$ cat config.mk
export PLATFORM = sky130hd
export DESIGN_NAME = sram_xbar_n
export DESIGN_NICKNAME = d
export VERILOG_FILES = /design/src/rtl/sram_xbar_n.sv
export SDC_FILE = /design/constraint.sdc
export NUM_CORES = 1
export LEC_CHECK = 0
export BUFFER_PORTS_ARGS = -buffer_cell sky130_fd_sc_hd__buf_4
export CAP_MARGIN = 40
export CORE_AREA = 4 4 423 425
export CTS_BUF_LIST = sky130_fd_sc_hd__clkbuf_8
export CTS_CLUSTER_DIAMETER = 60
export DETAILED_ROUTE_END_ITERATION = 10
export DIE_AREA = 0 0 427 429
export PLACE_DENSITY = 0.3
export REMOVE_ABC_BUFFERS = 1
export SLEW_MARGIN = 20
export SYNTH_ARGS = -nofsm -noshare
export SYNTH_HDL_FRONTEND = slang
export SYNTH_SLANG_ARGS = --single-unit
$ cat constraint.sdc
create_clock -name clk -period 2.4 [get_ports clk]
set_input_delay 0.24 -clock clk [delete_from_list [all_inputs] [get_ports clk]]
set_output_delay 0.24 -clock clk [all_outputs]
set_load 0.01 [all_outputs]
$ cat src/rtl/sram_xbar_n.sv
// One-master / N-slave SRAM-port crossbar with base/mask decode, 1-cycle response steering
// and unmapped-access error capture. Define SRAM_XBAR_PERF_CNT_EN to add per-slave access counters.
module sram_xbar_n #(
  parameter int N_SLAVE   = 4,
  parameter int LEN_ADDR  = 64,
  parameter int LEN_DATA  = 64,
  parameter logic [N_SLAVE*LEN_ADDR-1:0] SLAVE_BASE = {N_SLAVE{LEN_ADDR'(64'h0)}},
  parameter logic [N_SLAVE*LEN_ADDR-1:0] SLAVE_MASK = {N_SLAVE{LEN_ADDR'(64'hF000_0000)}},
  parameter logic [LEN_DATA-1:0]         ERR_DATA   = LEN_DATA'(64'hDEAD_BEEF_DEAD_BEEF),
  parameter int ERR_CNT_W = 16
) (
  input  logic                           clk,
  input  logic                           resetn,
  input  logic [LEN_ADDR-1:0]            m_addra,
  input  logic [LEN_DATA-1:0]            m_dina,
  output logic [LEN_DATA-1:0]            m_douta,
  input  logic                           m_ena,
  input  logic [LEN_DATA/8-1:0]          m_wea,
  output logic [N_SLAVE*LEN_ADDR-1:0]    s_addra,
  output logic [N_SLAVE*LEN_DATA-1:0]    s_dina,
  input  logic [N_SLAVE*LEN_DATA-1:0]    s_douta,
  output logic [N_SLAVE-1:0]             s_ena,
  output logic [N_SLAVE*LEN_DATA/8-1:0]  s_wea,
  input  logic                           err_clr,
  output logic                           err_valid,
  output logic                           err_is_write,
  output logic [LEN_ADDR-1:0]            err_addr,
  output logic [ERR_CNT_W-1:0]           err_count
`ifdef SRAM_XBAR_PERF_CNT_EN
  ,
  output logic [N_SLAVE*32-1:0]          perf_cnt
`endif
);

  localparam int SEL_W = (N_SLAVE > 1) ? $clog2(N_SLAVE) : 1;
  localparam int WE_W  = LEN_DATA / 8;

  logic [SEL_W-1:0] sel;
  logic             miss;
  logic [SEL_W-1:0] rsp_sel;
  logic             rsp_err;
  logic             miss_acc;

  // Scanning from the top down lets the lowest matching index win on overlap.
  // NOTE: every always_comb output gets a default first so no path leaves it unassigned (no latch).
  always_comb begin
    sel  = '0;
    miss = 1'b1;
    for (int i = N_SLAVE - 1; i >= 0; i--) begin
      if ((m_addra & SLAVE_MASK[i*LEN_ADDR +: LEN_ADDR]) == SLAVE_BASE[i*LEN_ADDR +: LEN_ADDR]) begin
        sel  = SEL_W'(i);
        miss = 1'b0;
      end
    end
  end

  assign miss_acc = m_ena & miss;

  for (genvar g = 0; g < N_SLAVE; g++) begin : g_slave
    assign s_ena[g]                         = m_ena & ~miss & (sel == SEL_W'(g));
    assign s_wea[g*WE_W +: WE_W]            = s_ena[g] ? m_wea : '0;
    assign s_addra[g*LEN_ADDR +: LEN_ADDR]  = m_addra & ~SLAVE_MASK[g*LEN_ADDR +: LEN_ADDR];
    assign s_dina[g*LEN_DATA +: LEN_DATA]   = m_dina;
  end

  // Response steering is registered to line up with the slaves' 1-cycle read latency.
  // NOTE: sequential state uses non-blocking assignments so all flops update from pre-edge values.
  always_ff @(posedge clk or negedge resetn) begin
    if (!resetn) begin
      rsp_sel <= '0;
      rsp_err <= 1'b0;
    end else if (m_ena) begin
      rsp_sel <= sel;
      rsp_err <= miss;
    end
  end

  assign m_douta = rsp_err ? ERR_DATA : s_douta[int'(rsp_sel)*LEN_DATA +: LEN_DATA];

  always_ff @(posedge clk or negedge resetn) begin
    if (!resetn) begin
      err_valid    <= 1'b0;
      err_is_write <= 1'b0;
      err_addr     <= '0;
    end else begin
      err_valid <= miss_acc;
      if (miss_acc) begin
        err_addr     <= m_addra;
        err_is_write <= |m_wea;
      end
    end
  end

  // A clear coinciding with a miss still records that miss.
  always_ff @(posedge clk or negedge resetn) begin
    if (!resetn) begin
      err_count <= '0;
    end else if (err_clr) begin
      err_count <= miss_acc ? ERR_CNT_W'(1) : '0;
    end else if (miss_acc && (err_count != '1)) begin
      err_count <= err_count + ERR_CNT_W'(1);
    end
  end

`ifdef SRAM_XBAR_PERF_CNT_EN
  for (genvar g = 0; g < N_SLAVE; g++) begin : g_perf
    always_ff @(posedge clk or negedge resetn) begin
      if (!resetn) begin
        perf_cnt[g*32 +: 32] <= '0;
      end else if (err_clr) begin
        perf_cnt[g*32 +: 32] <= '0;
      end else if (s_ena[g]) begin
        perf_cnt[g*32 +: 32] <= perf_cnt[g*32 +: 32] + 32'd1;
      end
    end
  end
`endif

endmodule

### Yosys cells after proc, flatten, opt, wreduce, memory -nomap -nowiden

Index checks and enable logic that the tools add are counted.
W data, S select, Z words.

* register bits: 83
* bits of input ports: 396
* output and inout port bits: 694

* $add $sub $neg: 1
* equality and inequality tests: 1
* multiplexer cells: 6
* bitwise operators: 2
* reductions and logical operators: 4

Operators with widths (count)
* $logic_not A64 Y1: 1
* $mux W64: 1
* $mux W16: 2
* $add A16 B1 Y16 const B: 1
* $ne A16 B16 Y1 const B: 1
* $mux W8: 1
* $reduce_or A8 Y1: 1
* $and A1 B1 Y1: 2
* $mux W1: 2
* $reduce_bool A2 Y1: 1
* $logic_and A1 B1 Y1: 1

### Depth between registers and ports, before layout

* depth in word-level cells: 6
* depth in mapped cells: 7
* gate-level depth less buffers: 5

### Worst setup path after synthesis

No wires, ideal clock.

* kind: register to register
* start point: register err_count[0]
* end point: register err_count[12]
* arrival: 1.878 ns
* setup slack: 0.444 ns
* stages on the path, launching flop included: 7
* path buffers: 1
* period minus slack after synthesis: 1.956 ns
* cells stage by stage: dfrtp_1 -> ha_1 -> nand2_1 -> or3_1 -> clkbuf_1 -> or4_1 -> a21oi_1

* word-level cells in the longest chain between the ends: 3

Ends and longest elaborated chain
* start, declared: RTL line 28 `output logic [ERR_CNT_W-1:0] err_count`
* start signal, assigned: RTL line 99 `err_count <= miss_acc ? ERR_CNT_W'(1) : '0;`
* start signal, assigned: RTL line 101 `err_count <= err_count + ERR_CNT_W'(1);`
* $add A16 B1 Y16 or $ne A16 B16 Y1 (tied branches): RTL line 101, 100
* $mux W16 or $logic_and A1 B1 Y1 (tied branches): RTL line 100 `end else if (miss_acc && (err_count != '1)) begin`
* $mux W16 or $reduce_bool A2 Y1 (tied branches)

Several ways; a longest one is shown, not always the timed one. The select of a mux whose other input is x is not followed.
A chain may end at the register's enable or synchronous reset.

### Final worst setup path

* start point: input port m_addra[29]
* end point: output port s_wea[7]

* word-level cells in the longest chain between the ends: 3

Ends and longest elaborated chain
* start, declared: RTL line 14 `input logic [LEN_ADDR-1:0] m_addra,`
* $logic_not A64 Y1: RTL line 50 `if ((m_addra & SLAVE_MASK[i*LEN_ADDR +: LEN_ADDR]) == SLAVE_BASE[i*LEN_ADDR +: LEN_ADDR]) begin`
* $and A1 B1 Y1: RTL line 60 `assign s_ena[g] = m_ena & ~miss & (sel == SEL_W'(g));`
* $mux W8: RTL line 61 `assign s_wea[g*WE_W +: WE_W] = s_ena[g] ? m_wea : '0;`
* end, declared: RTL line 23 `output logic [N_SLAVE*LEN_DATA/8-1:0] s_wea,`

No other way between the ends.

==> out/results.tsv <==
metric	value	unit
status	complete, no violations	
cellPowerDensity	380.9	nW/um2
drive_above_1_share	57.55	%
cp_num_buf_inv	4	
syn-cell-area	7940	um2
synthArstFlopShare	100.0	%
hpwl	88.87	mm
worstPathRequired	2.16	ns
overflow	0	
multiInputGateArea	1867	um2
skew	0.004670	ns
core.rowCount	154	
crit_slowest_cell	dlygate4sd3_1	
avgSynthCellArea	7.956	um2
final_core_util	6.705	%
numCtsBuffers	9	
synth-edff-count	0	
io_pins	1090	
cts_root_buf	clkbuf_8	
clock_sinks	83	
clk_path_buf_depth	2	
synth_top_area_share	50.96	%
core	175300	um2
cts_tree	done	
path_clk_slew	0.10	ns
crit_type	primary input to output port	
tns	0	ns
met3_usage	8.964	%
ys_seq_area_share	26.16	%
drt_iter0_drc	459	
htree_levels	3	
fill_cells	20790	
path_cells	dlygate4sd3_1, buf_4, nor4_2, buf_4, and3_1, buf_4	
dp_cells	3365	
fin_crit_sh	92.81	%
met2_usage	17.52	%
groute.layer.met1.usage	8.876	%
ys_ff_latch	83	
postSynthCellCount	998	
vias	6798	
busiest_layer	met2	
synthToLayoutAreaGrowth	48.08	%
finalHoldViolCount	0	
yosys_warnings	0	
drt_first_pass_iters	5	
worstPathMaxFanout	9	
cp_slowest_stage_delay	0.54	ns
grt_pass1_vias	6402	
synth_top_cell_by_area	buf_4	
cp-start-kind	primary input	
final_cells	3434	
rsz0062_at_grt	false	
power	4.479	mW
port_buffers	534	
antenna_found_initial	54	
drc	0	
die_h	429	um
antenna_left	0	
routed_wl	98.70	mm
via_per_inst	1.980	
regArea	2078	um2
synth_cell_types	37	
hp-class	primary input to register	
grt_first_pass_wirelength	113.6	mm
dieArea	183200	um2
layout.nets	1478	
routedWlPerCell	28.74	um
max_freq	449.0	MHz
initial_core_util	4.528	%
crit_family	buffers and inverters	
clk_latency	0.45	ns
period_needed	2.227	ns
setup_viol	0	
drv_cap	0	
drv_slew	0	
synth_ff_type	dfrtp_1	
crit_arrival	1.99	ns
cp_common_cell	buf_4	
track_usage	10.35	%
end_kind	output port	
irDropWorstVdd	0.0002011	V
gp_congestion	0.8583	
die_x	427	um
grt_max_degree	40	
leakagePower	4.914	nW
synthTopCellsByArea	buf_4 51%, dfrtp_1 26%, nand2_1 9.1%	
flip-flops by register name, summed over array words and instances (netlist names):
| signal | cells |
|---|---|
| err_addr | 64 |
| err_count | 16 |
| err_is_write | 1 |
| err_valid | 1 |
| rsp_err | 1 |
where the power goes:
part | internal, mW | total [mW] | switching [mW]
combinational | 0.710 | 1.56 | 0.853
sequential | 1.51 | 1.59 | 0.0734
clock | 0.602 | 1.33 | 0.727
timing repair:
item                                   4_1_cts  5_1_grt
setup endpoints to repair                    0        3
setup buffers                                0        0
resized for setup                            0        1
hold buffers                                45        0
endpoints found under the hold margin       70        0
worst register-to-register path, cell delays in order, from the launching register on:
cell	delay (ns)
dfrtp_1	0.46
nand4_1	0.22
or3_1	0.54
nor4_1	0.38
mux2_2	0.38
synthesized netlist by cell type (2+ instances only):
| cell | n |
|---|---|
| a21oi_1 | 11 |
| a22o_1 | 2 |
| and3_1 | 8 |
| buf_2 | 6 |
| buf_4 | 539 |
| clkbuf_1 | 20 |
| dfrtp_1 | 83 |
| inv_1 | 3 |
| mux2_2 | 2 |
| nand2_1 | 193 |
| nand2b_1 | 3 |
| nand3_1 | 6 |
| nand4_1 | 3 |
| nor2_1 | 10 |
| nor2b_1 | 18 |
| nor3_1 | 2 |
| nor4_1 | 6 |
| o31ai_1 | 8 |
| o41ai_1 | 2 |
| or2_2 | 48 |
| or3_1 | 2 |
| or4_1 | 7 |
| or4_2 | 2 |
area by class of cell:
class                           instances  area share, %
Clock inverter                          7         0.8939
Sequential cell                        83          17.68
Clock buffer                            9          1.054
Timing Repair Buffer                  596          39.33
Multi-Input combinational cell        388          15.88
Antenna cell                            8         0.1703
Inverter                                3        0.09578
Tap cell                             2340          24.90
placed cells by master (no fill, tap or decap), types with 2 or more instances in the layout:
cell type / netlist / layout
or4_1: 7 / 7
nor2_1: 10 / 10
or3_1: 2 / 2
nor4_1: 6 / 5
a21oi_1: 11 / 11
inv_1: 3 / 2
nor3_1: 2 / 2
buf_12: 0 / 3
and3_1: 8 / 8
inv_6: 0 / 2
nor2b_1: 18 / 18
o31ai_1: 8 / 8
or4_2: 2 / 2
diode_2: 0 / 8
a22o_1: 2 / 2
clkbuf_8: 0 / 9
nand2_1: 193 / 193
buf_4: 539 / 548
dfrtp_1: 83 / 82
mux2_2: 2 / 2
or2_2: 48 / 48
nand3_1: 6 / 6
bufinv_16: 0 / 2
nand4_1: 3 / 3
nand2b_1: 3 / 3
dlygate4sd3_1: 0 / 45
conb_1: 1 / 43
cells by family (layout without fill, tap and decap cells):
family | Yosys count | count (layout) | synth area share (%)
other | 1 | 51 | 0.04723
AND/OR/NAND/NOR | 312 | 312 | 18.31
flip-flops | 83 | 83 | 26.16
adder cells (fa/ha/maj) | 1 | 1 | 0.1576
multiplexers | 3 | 3 | 0.4097
AO/OA/AOI/OAI | 29 | 29 | 2.427
buffers and inverters | 569 | 615 | 52.49
per-layer routing:
metal | vias up | part of all wire [%]
met3 | 130 | 18
met1 | 3338 | 30
met2 | 617 | 49
li1 | 2689 | -
met5 | - | 1.1
met4 | 24 | 2.7
stage by stage:
step | setup WS (ns) | hold WS [ns] | instance area, um2
2_1_floorplan | -7.037 | -0.05559 | 3941
3_3_place_gp | 0.2502 | 0.2205 | 11050
3_5_place_dp | 0.2324 | 0.2178 | 11050
4_1_cts | 0.01555 | 0.0006881 | 11730
5_1_grt | 0.08749 | 0.02834 | 11750
6_report | 0.1727 | 0.06779 | 11760
final timing paths:
| check | slack (ns) | from | depth (start not counted) | endpoint |
|---|---|---|---|---|
| worst max-delay path | 0.17 | m_addra[29] | 6 | s_wea[7] |
| worst max register to register | 0.33 | err_count[4] | 4 | err_count[15] |
| max in group asynchronous | 1.38 | resetn | 3 | err_addr[44] |
| worst min register to register | 0.48 | err_addr[37] | 2 | err_addr[37] |
| worst min-delay path | 0.07 | m_addra[60] | 3 | err_addr[60] |
| min in group asynchronous | 0.28 | resetn | 2 | err_addr[56] |
No activity file was read; power rests on OpenSTA's default activity.
